### src/rtl/fetch_queue_pkg.sv
// Shared constants and entry type for the instruction fetch queue.
// Widths here are the default 32-bit configuration.
package fetch_queue_pkg;

  localparam int          FETCHQ_DEPTH_DEFAULT    = 4;
  localparam int          FETCHQ_AWIDTH_DEFAULT   = 32;
  localparam int          FETCHQ_DWIDTH_DEFAULT   = 32;
  localparam logic [31:0] FETCHQ_BASEADDR_DEFAULT = 32'h0100_0000;
  localparam logic [31:0] ECALL_INSN              = 32'h0000_0073;

  typedef struct packed {
    logic [FETCHQ_AWIDTH_DEFAULT-1:0] pc;
    logic [FETCHQ_DWIDTH_DEFAULT-1:0] insn;
  } fetch_entry_t;

endpackage

### src/rtl/fetch_queue_fifo.sv
// fetchq_fifo: circular entry store with push/pop/flush and occupancy count.
// Head is read combinationally; the caller guarantees no push when full without a pop.
module fetchq_fifo
  import fetch_queue_pkg::*;
#(
  parameter int  DEPTH   = FETCHQ_DEPTH_DEFAULT,
  parameter type entry_t = fetch_entry_t,
  localparam int PW      = $clog2(DEPTH),
  localparam int CW      = $clog2(DEPTH + 1)
) (
  input  logic          clk,
  input  logic          rst,
  input  logic          flush,
  input  logic          push,
  input  entry_t        push_data,
  input  logic          pop,
  output entry_t        head,
  output logic [CW-1:0] count,
  output logic          empty
);

  entry_t        mem [DEPTH];
  logic [PW-1:0] wr_ptr;
  logic [PW-1:0] rd_ptr;

  always_ff @(posedge clk) begin
    if (push && !flush && !rst) begin
      mem[wr_ptr] <= push_data;
    end
  end

  // DEPTH is a power of two, so pointer overflow is the modulo wrap.
  always_ff @(posedge clk) begin
    if (rst || flush) begin
      wr_ptr <= '0;
      rd_ptr <= '0;
      count  <= '0;
    end else begin
      if (push) wr_ptr <= wr_ptr + PW'(1);
      if (pop)  rd_ptr <= rd_ptr + PW'(1);
      count <= count + CW'(push) - CW'(pop);
    end
  end

  assign head  = mem[rd_ptr];
  assign empty = (count == '0);

endmodule

### src/rtl/fetch_queue.sv
// fetch_queue: credit-limited instruction fetch with in-order response queue, redirect flush and stale-response discard.
// Optional FETCHQ_BYPASS_EN forwards a response straight to decode when the queue is empty.
module fetch_queue
  import fetch_queue_pkg::*;
#(
  parameter int                AWIDTH   = FETCHQ_AWIDTH_DEFAULT,
  parameter int                DWIDTH   = FETCHQ_DWIDTH_DEFAULT,
  parameter int                DEPTH    = FETCHQ_DEPTH_DEFAULT,
  parameter logic [AWIDTH-1:0] BASEADDR = AWIDTH'(32'h0100_0000)
) (
  input  logic              clk,
  input  logic              rst,
  input  logic              redirect_i,
  input  logic [AWIDTH-1:0] redirect_pc_i,
  output logic              imem_req_o,
  output logic [AWIDTH-1:0] imem_addr_o,
  input  logic              imem_rsp_valid_i,
  input  logic [DWIDTH-1:0] imem_rsp_data_i,
  output logic              dec_valid_o,
  input  logic              dec_ready_i,
  output logic [AWIDTH-1:0] dec_pc_o,
  output logic [DWIDTH-1:0] dec_insn_o
);

  localparam int CW = $clog2(DEPTH + 1);

  typedef struct packed {
    logic [AWIDTH-1:0] pc;
    logic [DWIDTH-1:0] insn;
  } entry_t;

  logic [AWIDTH-1:0] fetch_pc;
  logic [AWIDTH-1:0] rsp_pc;
  logic [CW-1:0]     inflight;
  logic [CW-1:0]     discard;
  logic [CW-1:0]     count;
  logic              empty;
  logic              flush;
  logic              rsp_live;
  logic              bypass;
  logic              push;
  logic              pop;
  entry_t            head;
  entry_t            rsp_entry;
  entry_t            dec_entry;

  assign flush    = rst | redirect_i;
  assign rsp_live = imem_rsp_valid_i && (discard == '0) && !flush;

  // Outstanding requests include ones already marked for discard, so the credit stays exact.
  assign imem_req_o  = !flush && (({1'b0, count} + {1'b0, inflight}) < (CW + 1)'(DEPTH));
  assign imem_addr_o = fetch_pc;

  assign rsp_entry = '{pc: rsp_pc, insn: imem_rsp_data_i};

`ifdef FETCHQ_BYPASS_EN
  assign bypass = empty && rsp_live;
`else
  assign bypass = 1'b0;
`endif

  assign dec_entry   = bypass ? rsp_entry : head;
  assign dec_valid_o = !rst && (!empty || bypass);
  assign dec_pc_o    = dec_entry.pc;
  assign dec_insn_o  = dec_entry.insn;

  assign pop  = !flush && dec_ready_i && !empty;
  assign push = rsp_live && !(bypass && dec_ready_i);

  // Responses return in request order with no gaps, so the next live response PC is a running count.
  always_ff @(posedge clk) begin
    if (rst) begin
      fetch_pc <= BASEADDR;
      rsp_pc   <= BASEADDR;
    end else if (redirect_i) begin
      fetch_pc <= redirect_pc_i;
      rsp_pc   <= redirect_pc_i;
    end else begin
      if (imem_req_o) fetch_pc <= fetch_pc + AWIDTH'(4);
      if (rsp_live)   rsp_pc   <= rsp_pc + AWIDTH'(4);
    end
  end

  // Reset keeps the outstanding count so responses to pre-reset requests are still dropped.
  always_ff @(posedge clk) begin
    inflight <= inflight + CW'(imem_req_o) - CW'(imem_rsp_valid_i);
    if (flush) begin
      discard <= inflight - CW'(imem_rsp_valid_i);
    end else if (imem_rsp_valid_i && (discard != '0)) begin
      discard <= discard - CW'(1);
    end
  end

  fetchq_fifo #(
    .DEPTH   (DEPTH),
    .entry_t (entry_t)
  ) u_fifo (
    .clk       (clk),
    .rst       (rst),
    .flush     (redirect_i),
    .push      (push),
    .push_data (rsp_entry),
    .pop       (pop),
    .head      (head),
    .count     (count),
    .empty     (empty)
  );

endmodule

### config.mk
export PLATFORM = sky130hd
export DESIGN_NAME = fetch_queue
export DESIGN_NICKNAME = d
export VERILOG_FILES = /design/src/rtl/fetch_queue_pkg.sv /design/src/rtl/fetch_queue_fifo.sv /design/src/rtl/fetch_queue.sv
export SDC_FILE = /design/constraint.sdc
export NUM_CORES = 1
export LEC_CHECK = 0
export CORE_MARGIN = 2
export CORE_UTILIZATION = 50
export CTS_BUF_LIST = sky130_fd_sc_hd__clkbuf_4 sky130_fd_sc_hd__clkbuf_8 sky130_fd_sc_hd__clkbuf_16
export CTS_CLUSTER_DIAMETER = 200
export DETAILED_ROUTE_END_ITERATION = 16
export MAX_ROUTING_LAYER = met4
export PLACE_DENSITY = 0.76
export SLEW_MARGIN = 20
export SYNTH_ARGS = -nofsm -noshare
export SYNTH_HDL_FRONTEND = slang
export SYNTH_SLANG_ARGS = --single-unit
### constraint.sdc
create_clock -name clk -period 3.65 [get_ports clk]
set_clock_uncertainty 0.15 [all_clocks]
set_input_delay 0.365 -clock clk [delete_from_list [all_inputs] [get_ports clk]]
set_output_delay 0.365 -clock clk [all_outputs]
set_load 0.02 [all_outputs]
**Word level (Yosys, flattened, before mapping)**

Memories as Yosys holds them, arrays and structs flattened. A register that Yosys moved wholly into a read port is not among the register bits.
Cells that the tools add are included.

- Add/sub/neg operators: 11
- Magnitude comparators: 1
- Mux-type cells: 10
- Bitwise operators: 1
- Reductions and logical operators: 20

Operators by type and width:

| cell | count |
|---|---|
| 32-bit two-way mux | 4 |
| 32-bit by 3-bit adder with 32-bit output (second input constant) | 2 |
| 1-bit logical AND | 9 |
| 3-bit by 1-bit subtractor with 3-bit output | 3 |
| 3-bit by 1-bit adder with 3-bit output | 2 |
| 3-bit logical NOT | 2 |
| 3-bit two-way mux | 2 |
| 2-bit nonzero test | 3 |
| 2-bit by 1-bit adder with 2-bit output (second input constant) | 2 |
| 3-bit by 3-bit adder with 4-bit output | 1 |
| 1-bit logical NOT | 4 |
| 4-bit by 3-bit less-than comparator with 1-bit output (second input constant) | 1 |
| 2-bit two-way mux | 2 |
| 3-bit nonzero test | 1 |
| 3-bit by 1-bit subtractor with 3-bit output (second input constant) | 1 |
| 1-bit two-way mux | 2 |
| 1-bit logical OR | 1 |
| 1-bit OR | 1 |

- Register bits after elaboration: 77
- Memory bits (writable): 256
- Input bits: 69
- Output and inout port bits: 98
- Word-level logic and storage cells: 51
- Memories: 1

Memory list:

| name | depth | bits a word | rd ports | clocked after memory_dff | wr ports | line | RTL |
|---|---|---|---|---|---|---|---|
| u_fifo.mem | 4 | 64 | 1 | 1 | 1 | fetch_queue_fifo.sv:22 | `entry_t mem [DEPTH];` |

**Longest topological paths before layout**

Gate-level depths: netlist (run 1).

- Depth in word-level cells: 7
- Mapped depth: 11
- Depth with buffers taken out: 10

**Cells and area by module**

Synthesis (run 1) repeated with hierarchy kept, for this count alone.

- Cells, all modules: 904
- Area total of the unflattened synthesis: 13964.6 um^2

By module, submodules not included:

| module | times used | cells an instance | area each (um^2) | sequential area each (um^2) |
|---|---|---|---|---|
| fetchq_fifo | 1 | 378 | 9756.9 | 7867.5 |
| fetch_queue | 1 | 526 | 4207.8 | 1431.4 |

**Worst setup path before layout (run 1)**

No wires, ideal clock.

- Path kind: register -> register
- Start: register discard[0]
- End: memory u_fifo.mem[0][0] in the netlist's numbering, enable pin
- Library setup time: 0.429 ns
- Arrival: 2.814 ns
- Required time: 3.071 ns
- Setup slack: 0.257 ns
- Stages on the path, launching flop included: 7
- Buffers on the path: 2
- Period minus slack after synthesis: 3.393 ns
- Cell sequence: edfxtp_1 > inv_1 > ha_1 > and3b_1 > clkbuf_1 > clkbuf_1 > and3_1

- Word-level cells in the longest chain between the ends: 7

RTL lines:

| element | line | RTL |
|---|---|---|
| start, declared | fetch_queue.sv:35 | `logic [CW-1:0] discard;` |
| start signal, assigned | fetch_queue.sv:88 | `discard <= inflight - CW'(imem_rsp_valid_i);` |
| start signal, assigned | fetch_queue.sv:90 | `discard <= discard - CW'(1);` |
| 3-bit logical NOT | fetch_queue.sv:48 | `assign rsp_live = imem_rsp_valid_i && (discard == '0) && !flush;` |
| 1-bit logical AND (2 in a row) | fetch_queue.sv:48 |  |
| 1-bit logical AND (2 in a row) | fetch_queue_fifo.sv:27 | `if (push && !flush && !rst) begin` |
| 1-bit two-way mux | fetch_queue_fifo.sv:27 |  |
| 1-bit two-way mux (not written as such) | fetch_queue_fifo.sv:28 | `mem[wr_ptr] <= push_data;` |
| end, declared | fetch_queue_fifo.sv:22 |  |

Every way passes these cells.

==> flow_metrics.env, run 1 <==
export IMPL_status="completed"
export IMPL_ys_seq_area_share_pct=69.1
export IMPL_synth_main_ff_cell="edfxtp_1"
export IMPL_dieArea_um2=28200
export IMPL_powerDensity_nw_per_um2=513
export IMPL_synthCells=820
export IMPL_grt_pass1_wl_mm=43.1
export IMPL_period_share_pct=85.5
export IMPL_yosysUniqueCellTypes=47
export IMPL_globalRouteOverflowTotal=0
export IMPL_worstMarginPinSlew_ns=0.788
export IMPL_wl_met1_mm=12.7
export IMPL_vias=7756
export IMPL_synth_seq_cells=335
export IMPL_grt_pass1_vias=7645
export IMPL_routed_wl_met2_mm=12.5
export IMPL_crit_chain="buf_12, mux4_2, clkdlybuf4s50_1"
export IMPL_slowest_stage="dfxtp_4"
export IMPL_final_common_cell="edfxtp_1"
export IMPL_ir_drop_mv=0.252
export IMPL_cp_arrival_ns=2.61
export IMPL_hold_class="in -> reg"
export IMPL_hpwl_mm=18.0
export IMPL_nets=1089
export IMPL_leakage_nw=5.43
export IMPL_combPwrFrac_pct=8.0
export IMPL_syn_nets=907
export IMPL_fin_area_um2=16800
export IMPL_detail_route_antenna_nets=0
export IMPL_viasPerCell=5.67
export IMPL_critPathMaxStageDelay_ns=0.60
export IMPL_clock_root_buffer="clkbuf_16"
export IMPL_p_int_mw=6.74
export IMPL_drt_iter0_drc=558
export IMPL_numCtsBuffers=35
export IMPL_grt_antenna_before_repair=0
export IMPL_synth_async_sr_flop_share_pct=0
export IMPL_synth_cell_area_um2=13500
export IMPL_cts_setup_buffers=0
export IMPL_dr_wl_met3_mm=1.93
export IMPL_drv_slew=0
export IMPL_tns_ns=0
export IMPL_worst_path_buf_inv=2
export IMPL_hold_viol=0
export IMPL_ctsHoldBuffers=0
export IMPL_clk_pin_slew_ns=0.06
export IMPL_avgSynthCellArea_um2=16.4
export IMPL_numPortBuffers=166
export IMPL_placement_cell_area_um2=15600
export IMPL_cts_tree="built"
export IMPL_cp_start_kind="flip-flop"
export IMPL_clk_path_buf_depth=3
export IMPL_io_pins=167
export IMPL_start_util_pct=50.5
export IMPL_crit_type="reg -> out"
export IMPL_drive_gt1_share_pct=15.1
export IMPL_area_growth_pct=24.7
export IMPL_core_area_um2=26700
export IMPL_worstPathMaxFanout=31
export IMPL_cp_required_ns=3.13
export IMPL_rsz0062_at_grt="false"
export IMPL_highest_layer="met4"
export IMPL_crit_family="buffers and inverters"
export IMPL_maxSlewHeadroom_pct=47.0
export IMPL_grt_start_max_net_pins=65
export IMPL_cts_sinks=335
export IMPL_htreeDepth=2
export IMPL_fp_dieW_um=168
export IMPL_swShare_pct=21.8
export IMPL_die_y_um=168
export IMPL_yosys_warnings=0
export IMPL_clkPwrFrac_pct=41.2
export IMPL_max_cap_viol_count=0
export IMPL_num_antenna_cells=0
export IMPL_synth_edff_count=259
export IMPL_fmax_mhz=320
export IMPL_track_usage_pct=20.3
export IMPL_total_power_mw=8.61
export IMPL_clock_latency_ns=0.50
export IMPL_drc=0
export IMPL_power_share_sequential_pct=50.8
export IMPL_place_congestion=0.890
export IMPL_post_cts_resized=0
export IMPL_fp_row_count=60
export IMPL_final_cell_mix="edfxtp_1 (259), clkdlybuf4s50_1 (166), dfxtp_1 (74)"
export IMPL_wl_per_cell_um=20.3
export IMPL_finalSetupViolations=0
export IMPL_setup_worst_path_end_class="output port"
export IMPL_wl_mm=27.8
export IMPL_min_period_ns=3.12
export IMPL_first_pass_iters=5
export IMPL_power_net_switching_mw=1.87
==> cells in the mapped netlist, drive strengths merged (16+ instances only) <==
cell type  number  area, um2
inv            20       75.1
dfxtp          76       1520
a21boi         35        263
nand2          44        165
ha             16        200
o21a           24        180
nand3          26        130
nand4          21        138
nor3           17       90.1
mux4           64       1440
edfxtp        259       7780
clkbuf         30        126
xor2           22        193
nor2           23       86.3
xnor2          38        333
==> flip-flops by register name, indices dropped and copies added, names as in the netlist, named ones only <==
name           flops
u_fifo.mem       256
discard            3
u_fifo.rd_ptr      2
imem_addr_o       32
u_fifo.wr_ptr      2
u_fifo.count       3
inflight           3
rsp_pc            32
==> tightest hold or removal path, stage by stage <==
cell,delay (ns)
clkdlybuf4s50_1,0.41
nand2_1,0.11
a21oi_1,0.06
==> cells by family (layout without fill, tap and decap cells) <==
family / after synthesis / in the layout / synth area share, %
DFF: 335 / 335 / 69.1
AOI/OAI and AO/OA: 97 / 97 / 5.00
xor gates and xnor gates: 60 / 60 / 3.91
and+or+nand+nor: 183 / 183 / 7.37
buffers and inverters: 60 / 267 / 1.89
adders and majority gates: 18 / 18 / 1.79
muxes: 67 / 67 / 10.9
==> final cells by class <==
class                           count  area (um2)
Clock buffer                       46        1010
Clock inverter                     16         155
Fill cell                        1920        9870
Inverter                           22        82.6
Multi-Input combinational cell    425        3910
Sequential cell                   335        9300
Tap cell                          341         427
Timing Repair Buffer              183        1890
==> power by group through the flow <==
stage          Combinational [mW]  Clock, mW  Sequential (mW)
6_report                    0.690       3.54             4.38
5_1_grt                     0.754       3.77             4.39
4_1_cts                     0.695       3.61             4.38
3_5_place_dp                0.690          0             4.46
3_3_place_gp                0.677          0             4.45
2_1_floorplan               0.373          0             4.45
==> worst paths after layout <==
kind	from	slack, ns	to	cells past startpoint
min	redirect_pc_i[1]	0.34	imem_addr_o[1]	3
max	flip-flop	0.53	dec_insn_o[6]	3
min reg2reg	imem_addr_o[1]	0.34	imem_addr_o[1]	2
max reg2reg	discard[0]	0.99	u_fifo.count[1]	8
==> through the flow <==
stage / hold slack (ns) / instances / worst slack [ns] / utilization, %
final: 0.341 / 1368 / 0.527 / 63.0
after global routing: 0.352 / 1368 / 0.384 / 63.0
after CTS: 0.313 / 1368 / 0.465 / 63.0
after detailed placement: 0.324 / 1306 / 0.713 / 58.6
after global placement: 0.324 / 1306 / 0.747 / 58.6
after floorplan: 0.310 / 820 / 0.257 / -
==> per-layer routing <==
metal / up-vias / GRT usage, %
li1: 3561 / -
met1: 3807 / 29.6
met2: 336 / 29.9
met3: 52 / 3.22
met4: 0 / 6.07
met5: - / -
Power figures use the tool's default switching activity.
==> run 2: changes to the inputs <==
--- a/config.mk
+++ b/config.mk
@@ -5,13 +5,15 @@
 export SDC_FILE = /design/constraint.sdc
 export NUM_CORES = 1
 export LEC_CHECK = 0
+export CELL_PAD_IN_SITES_DETAIL_PLACEMENT = 0
+export CELL_PAD_IN_SITES_GLOBAL_PLACEMENT = 1
 export CORE_MARGIN = 2
-export CORE_UTILIZATION = 50
+export CORE_UTILIZATION = 42
 export CTS_BUF_LIST = sky130_fd_sc_hd__clkbuf_4 sky130_fd_sc_hd__clkbuf_8 sky130_fd_sc_hd__clkbuf_16
 export CTS_CLUSTER_DIAMETER = 200
 export DETAILED_ROUTE_END_ITERATION = 16
 export MAX_ROUTING_LAYER = met4
-export PLACE_DENSITY = 0.76
+export PLACE_DENSITY_LB_ADDON = 0.1
 export SLEW_MARGIN = 20
 export SYNTH_ARGS = -nofsm -noshare
 export SYNTH_HDL_FRONTEND = slang
==> run 2 against run 1 <==
Non-clock buffer count rose by 7. Global-route usage fell by 1.8 points. Highest routed layer unchanged. Largest power group unchanged. Clock power rose by 3%. Via count fell by 1.2%. Critical endpoint is now dec_pc_o[0].
==> flow_metrics.env, run 2 (synthesis results as in run 1) <==
export IMPL_period_share_pct=81.9
export IMPL_numCtsBuffers=36
export IMPL_post_cts_resized=0
export IMPL_critPathMaxStageDelay_ns=0.58
export IMPL_vias=7666
export IMPL_nFillCells=2583
export IMPL_dieArea_um2=33500
export IMPL_max_cap_viol_count=0
export IMPL_clock_root_buffer="clkbuf_16"
export IMPL_nets=1097
export IMPL_crit_family="buffers and inverters"
export IMPL_cts_setup_buffers=0
export IMPL_min_period_ns=2.99
export IMPL_drive_gt1_share_pct=15.4
export IMPL_largest_reg_flops=256
export IMPL_maxSlewHeadroom_pct=42.4
export IMPL_drt_iter0_drc=369
export IMPL_hold_viol=0
export IMPL_slowest_stage="mux4_2"
export IMPL_place_congestion=0.790
export IMPL_fin_area_um2=17000
export IMPL_final_cell_mix="edfxtp_1 (259), clkdlybuf4s50_1 (166), dfxtp_1 (74)"
export IMPL_drv_slew=0
export IMPL_grt_start_max_net_pins=65
export IMPL_tns_ns=0
export IMPL_drc=0
export IMPL_r2r_slack_ns=1.07
export IMPL_core_area_um2=31600
export IMPL_wl_mm=29.4
export IMPL_wl_per_cell_um=20.4
export IMPL_cp_arrival_ns=2.47
export IMPL_largest_register="u_fifo.mem"
export IMPL_final_cells=1438
export IMPL_fin_hold_ws_ns=0.346
export IMPL_setup_worst_path_end_class="output port"
export IMPL_viasPerCell=5.33
export IMPL_grt_pass1_wl_mm=46.1
export IMPL_worst_path_buf_inv=2
export IMPL_grt_pass1_vias=8028
export IMPL_powerDensity_nw_per_um2=513
export IMPL_ir_drop_mv=0.273
export IMPL_die_y_um=183
export IMPL_fp_dieW_um=183
export IMPL_fmax_mhz=334
export IMPL_globalRouteOverflowTotal=0
export IMPL_r2r_start="discard[0]"
export IMPL_dp_cells=1374
export IMPL_final_common_cell="edfxtp_1"
export IMPL_cp_required_ns=3.13
export IMPL_first_pass_iters=4
export IMPL_grt_antenna_before_repair=0
export IMPL_htreeDepth=2
export IMPL_start_util_pct=42.6
export IMPL_crit_chain="buf_4, mux4_2, clkdlybuf4s50_1"
export IMPL_numPortBuffers=166
export IMPL_worstPathMaxFanout=15
export IMPL_area_growth_pct=26.3
export IMPL_detail_route_antenna_nets=0
export IMPL_cp_start_kind="flip-flop"
export IMPL_crit_type="reg -> out"
export IMPL_worstMarginPinSlew_ns=0.857
export IMPL_hpwl_mm=19.5
export IMPL_leakage_nw=5.49
export IMPL_cts_sinks=335
export IMPL_num_antenna_cells=0
export IMPL_clk_pin_slew_ns=0.06
export IMPL_finalSetupViolations=0
export IMPL_rsz0062_at_grt="false"
export IMPL_clk_path_buf_depth=3
export IMPL_hold_class="reg -> reg"
export IMPL_seqCellArea_um2=9300
export IMPL_clock_latency_ns=0.50
export IMPL_cts_tree="built"
export IMPL_ctsHoldBuffers=0
export IMPL_placement_cell_area_um2=15800
export IMPL_min_from="imem_addr_o[1]"
export IMPL_multi_input_area_um2=3910
export IMPL_track_usage_pct=18.5
export IMPL_fp_row_count=65
export IMPL_io_pins=167
export IMPL_status="completed"
## run 2: routing by layer
layer  GRT usage, %  up-vias  part of all wire [%]
li1               -     3580                     -
met1           25.3     3838                    46
met2           29.6      210                    48
met3           2.98       38                   4.6
met4           3.94        0                   1.7
met5              -        -                     0
## run 2: cell type report
type,count,share of cell area [%]
clock inverters,21,1.32
clock buffers,43,5.71
multi-input cells,425,23.0
well taps,402,2.96
flip-flops and latches,335,54.7
inverters,22,0.486
repair buffers,190,11.8
## run 2: power breakdown
group,internal [mW],switching (mW)
sequential,4.24,0.136
combinational,0.343,0.365
clock,2.25,1.39
## run 2: stage by stage
step	power, mW	setup WS (ns)	utilization (%)
2_1_floorplan	4.82	0.257	-
3_3_place_gp	5.17	0.685	50.1
3_5_place_dp	5.17	0.672	50.1
4_1_cts	8.84	0.580	53.9
5_1_grt	9.07	0.511	53.9
6_report	8.72	0.660	53.9
## run 2: path summary, 6_finish.rpt
| kind | end | depth (start not counted) |
|---|---|---|
| worst min-delay path | imem_addr_o[1] | 2 |
| worst min register to register | imem_addr_o[1] | 2 |
| worst max-delay path | dec_pc_o[0] | 3 |
| worst max register to register | u_fifo.mem[0][13] | 5 |
## run 2: tightest hold or removal path, delay by kind of cell (launching register included)
family / cells / cell delay, ns
AO/OA/AOI/OAI: 1 / 0.05
flip-flops: 1 / 0.33
AND/OR/NAND/NOR: 1 / 0.06
==> run 3: changes to the inputs <==
--- a/config.mk
+++ b/config.mk
@@ -8,7 +8,7 @@
 export CELL_PAD_IN_SITES_DETAIL_PLACEMENT = 0
 export CELL_PAD_IN_SITES_GLOBAL_PLACEMENT = 1
 export CORE_MARGIN = 2
-export CORE_UTILIZATION = 42
+export CORE_UTILIZATION = 47
 export CTS_BUF_LIST = sky130_fd_sc_hd__clkbuf_4 sky130_fd_sc_hd__clkbuf_8 sky130_fd_sc_hd__clkbuf_16
 export CTS_CLUSTER_DIAMETER = 200
 export DETAILED_ROUTE_END_ITERATION = 16
==> constraint.sdc (replaced) <==
create_clock -name clk -period 3 [get_ports clk]
set_clock_uncertainty 0.15 [all_clocks]
set_input_delay 0.3 -clock clk [delete_from_list [all_inputs] [get_ports clk]]
set_output_delay 0.3 -clock clk [all_outputs]
set_load 0.02 [all_outputs]
==> run 3 against run 2 <==
Largest cell class unchanged. Register-to-register slack lost 0.56 ns. Core utilization grew 6.8 points. Non-clock buffer count grew 10.
==> flow_metrics.env, run 3 (synthesis results as in run 1) <==
export IMPL_largest_register="u_fifo.mem"
export IMPL_worstPathMaxFanout=14
export IMPL_drv_slew=0
export IMPL_final_cell_mix="edfxtp_1 (259), clkdlybuf4s50_1 (165), dfxtp_1 (74)"
export IMPL_min_from="imem_rsp_data_i[23]"
export IMPL_core_area_um2=28000
export IMPL_rsz0062_at_grt="false"
export IMPL_r2r_cells=5
export IMPL_setup_ws_ns=0.186
export IMPL_cp_required_ns=2.55
export IMPL_finalSetupViolations=0
export IMPL_total_power_mw=10.6
export IMPL_die_y_um=173
export IMPL_min_period_ns=2.81
export IMPL_first_pass_iters=4
export IMPL_leakage_nw=5.55
export IMPL_fmax_mhz=355
export IMPL_power_net_switching_mw=2.32
export IMPL_dp_slack_ns=0.254
export IMPL_grt_pass1_wl_mm=44.9
export IMPL_fin_hold_ws_ns=0.285
export IMPL_clk_pin_slew_ns=0.06
export IMPL_drt_iter0_drc=463
export IMPL_clkPwrFrac_pct=41.6
export IMPL_numCtsBuffers=35
export IMPL_grt_start_max_net_pins=65
export IMPL_drive_gt1_share_pct=16.9
export IMPL_hpwl_mm=18.7
export IMPL_swShare_pct=21.9
export IMPL_area_growth_pct=26.2
export IMPL_cts_sinks=335
export IMPL_largest_reg_flops=256
export IMPL_max_cap_viol_count=0
export IMPL_worstMarginPinSlew_ns=0.656
export IMPL_power_share_sequential_pct=50.1
export IMPL_numPortBuffers=166
export IMPL_fin_area_um2=17000
export IMPL_drc=0
export IMPL_detail_route_antenna_nets=0
export IMPL_start_util_pct=48.0
export IMPL_clock_latency_ns=0.50
export IMPL_ctsHoldBuffers=0
export IMPL_clock_root_buffer="clkbuf_16"
export IMPL_wl_mm=28.6
export IMPL_powerDensity_nw_per_um2=624
export IMPL_globalRouteOverflowTotal=0
export IMPL_multi_input_area_um2=3910
export IMPL_status="completed"
export IMPL_cts_tree="built"
export IMPL_vias=7704
export IMPL_dieArea_um2=30000
export IMPL_nFillCells=2202
export IMPL_viasPerCell=5.41
export IMPL_holdPathStages=1
export IMPL_period_share_pct=93.8
export IMPL_hold_class="in -> reg"
export IMPL_setup_worst_path_end_class="output port"
export IMPL_fp_dieW_um=173
export IMPL_cp_arrival_ns=2.36
export IMPL_grt_antenna_before_repair=0
export IMPL_clk_path_buf_depth=3
export IMPL_final_common_cell="edfxtp_1"
export IMPL_r2r_slack_ns=0.51
export IMPL_post_cts_resized=0
export IMPL_r2r_end="rsp_pc[26]"
export IMPL_place_congestion=0.832
export IMPL_ir_drop_mv=0.410
export IMPL_grt_pass1_vias=7920
export IMPL_hold_end="u_fifo.mem[1][23]"
export IMPL_cp_start_kind="flip-flop"
export IMPL_maxSlewHeadroom_pct=55.9
export IMPL_placement_cell_area_um2=15800
export IMPL_hold_viol=0
export IMPL_track_usage_pct=19.9
export IMPL_r2r_start="rsp_pc[9]"
export IMPL_cts_setup_buffers=0
export IMPL_p_int_mw=8.29
export IMPL_combPwrFrac_pct=8.3
export IMPL_seqCellArea_um2=9300
export IMPL_htreeDepth=2
export IMPL_num_antenna_cells=0
export IMPL_fp_row_count=61
export IMPL_crit_type="reg -> out"
export IMPL_tns_ns=0
export IMPL_wl_per_cell_um=20.1
export IMPL_io_pins=167
export IMPL_nets=1106
[run 3: changes by cell type in the layout (fill, tap and decap cells not counted), sizes merged, moves of 2 or more]
cell,previous run,this run
buf,24,34
clkinv,15,10
clkbuf,43,46
clkinvlp,2,4
[run 3: stage by stage]
step	instances	util (%)
detailed placement	1360	56.4
finish	1423	60.6
global placement	1360	56.4
global route	1423	60.6
CTS	1423	60.6
floorplan	820	-
[run 3: final cells by class]
class                   instances  area share (%)
repair buffers                200            11.9
multi-input cells             425            23.0
inverters                      22           0.486
clock buffers                  46            5.89
flip-flops and latches        335            54.8
clock inverters                17            1.15
well taps                     378            2.78
[run 3: worst max-delay path: stages (launching register included)]
cell	delay, ns
dfxtp_4	0.47
buf_6	0.26
mux4_2	0.53
clkdlybuf4s50_1	0.59
[run 3: power groups by stage]
stage,clock (mW),sequential (mW),combinational (mW)
2_1_floorplan,0,5.41,0.454
3_3_place_gp,0,5.41,0.873
3_5_place_dp,0,5.41,0.881
4_1_cts,4.52,5.32,0.888
5_1_grt,4.70,5.34,0.970
6_report,4.41,5.32,0.878
[run 3: metal layers]
layer / up-vias / routed length (um) / global-route usage, %
met5: - / 0 / -
met4: 0 / 419 / 4.70
met3: 38 / 1430 / 3.39
met2: 204 / 13400 / 30.9
met1: 3860 / 13400 / 27.6
li1: 3602 / - / -
[run 3: worst max path at each step]
stage | start | end | slack [ns] | cells after the start
2_1_floorplan | discard[0] | u_fifo.mem[0][0] | 0.31 | 6
3_3_place_gp | rst | u_fifo.count[2] | 0.27 | 10
3_5_place_dp | rst | u_fifo.count[2] | 0.25 | 10
4_1_cts | flip-flop | dec_pc_o[21] | 0.04 | 3
5_1_grt | flip-flop | dec_pc_o[21] | 0.07 | 3
6_report | flip-flop | dec_pc_o[10] | 0.19 | 3
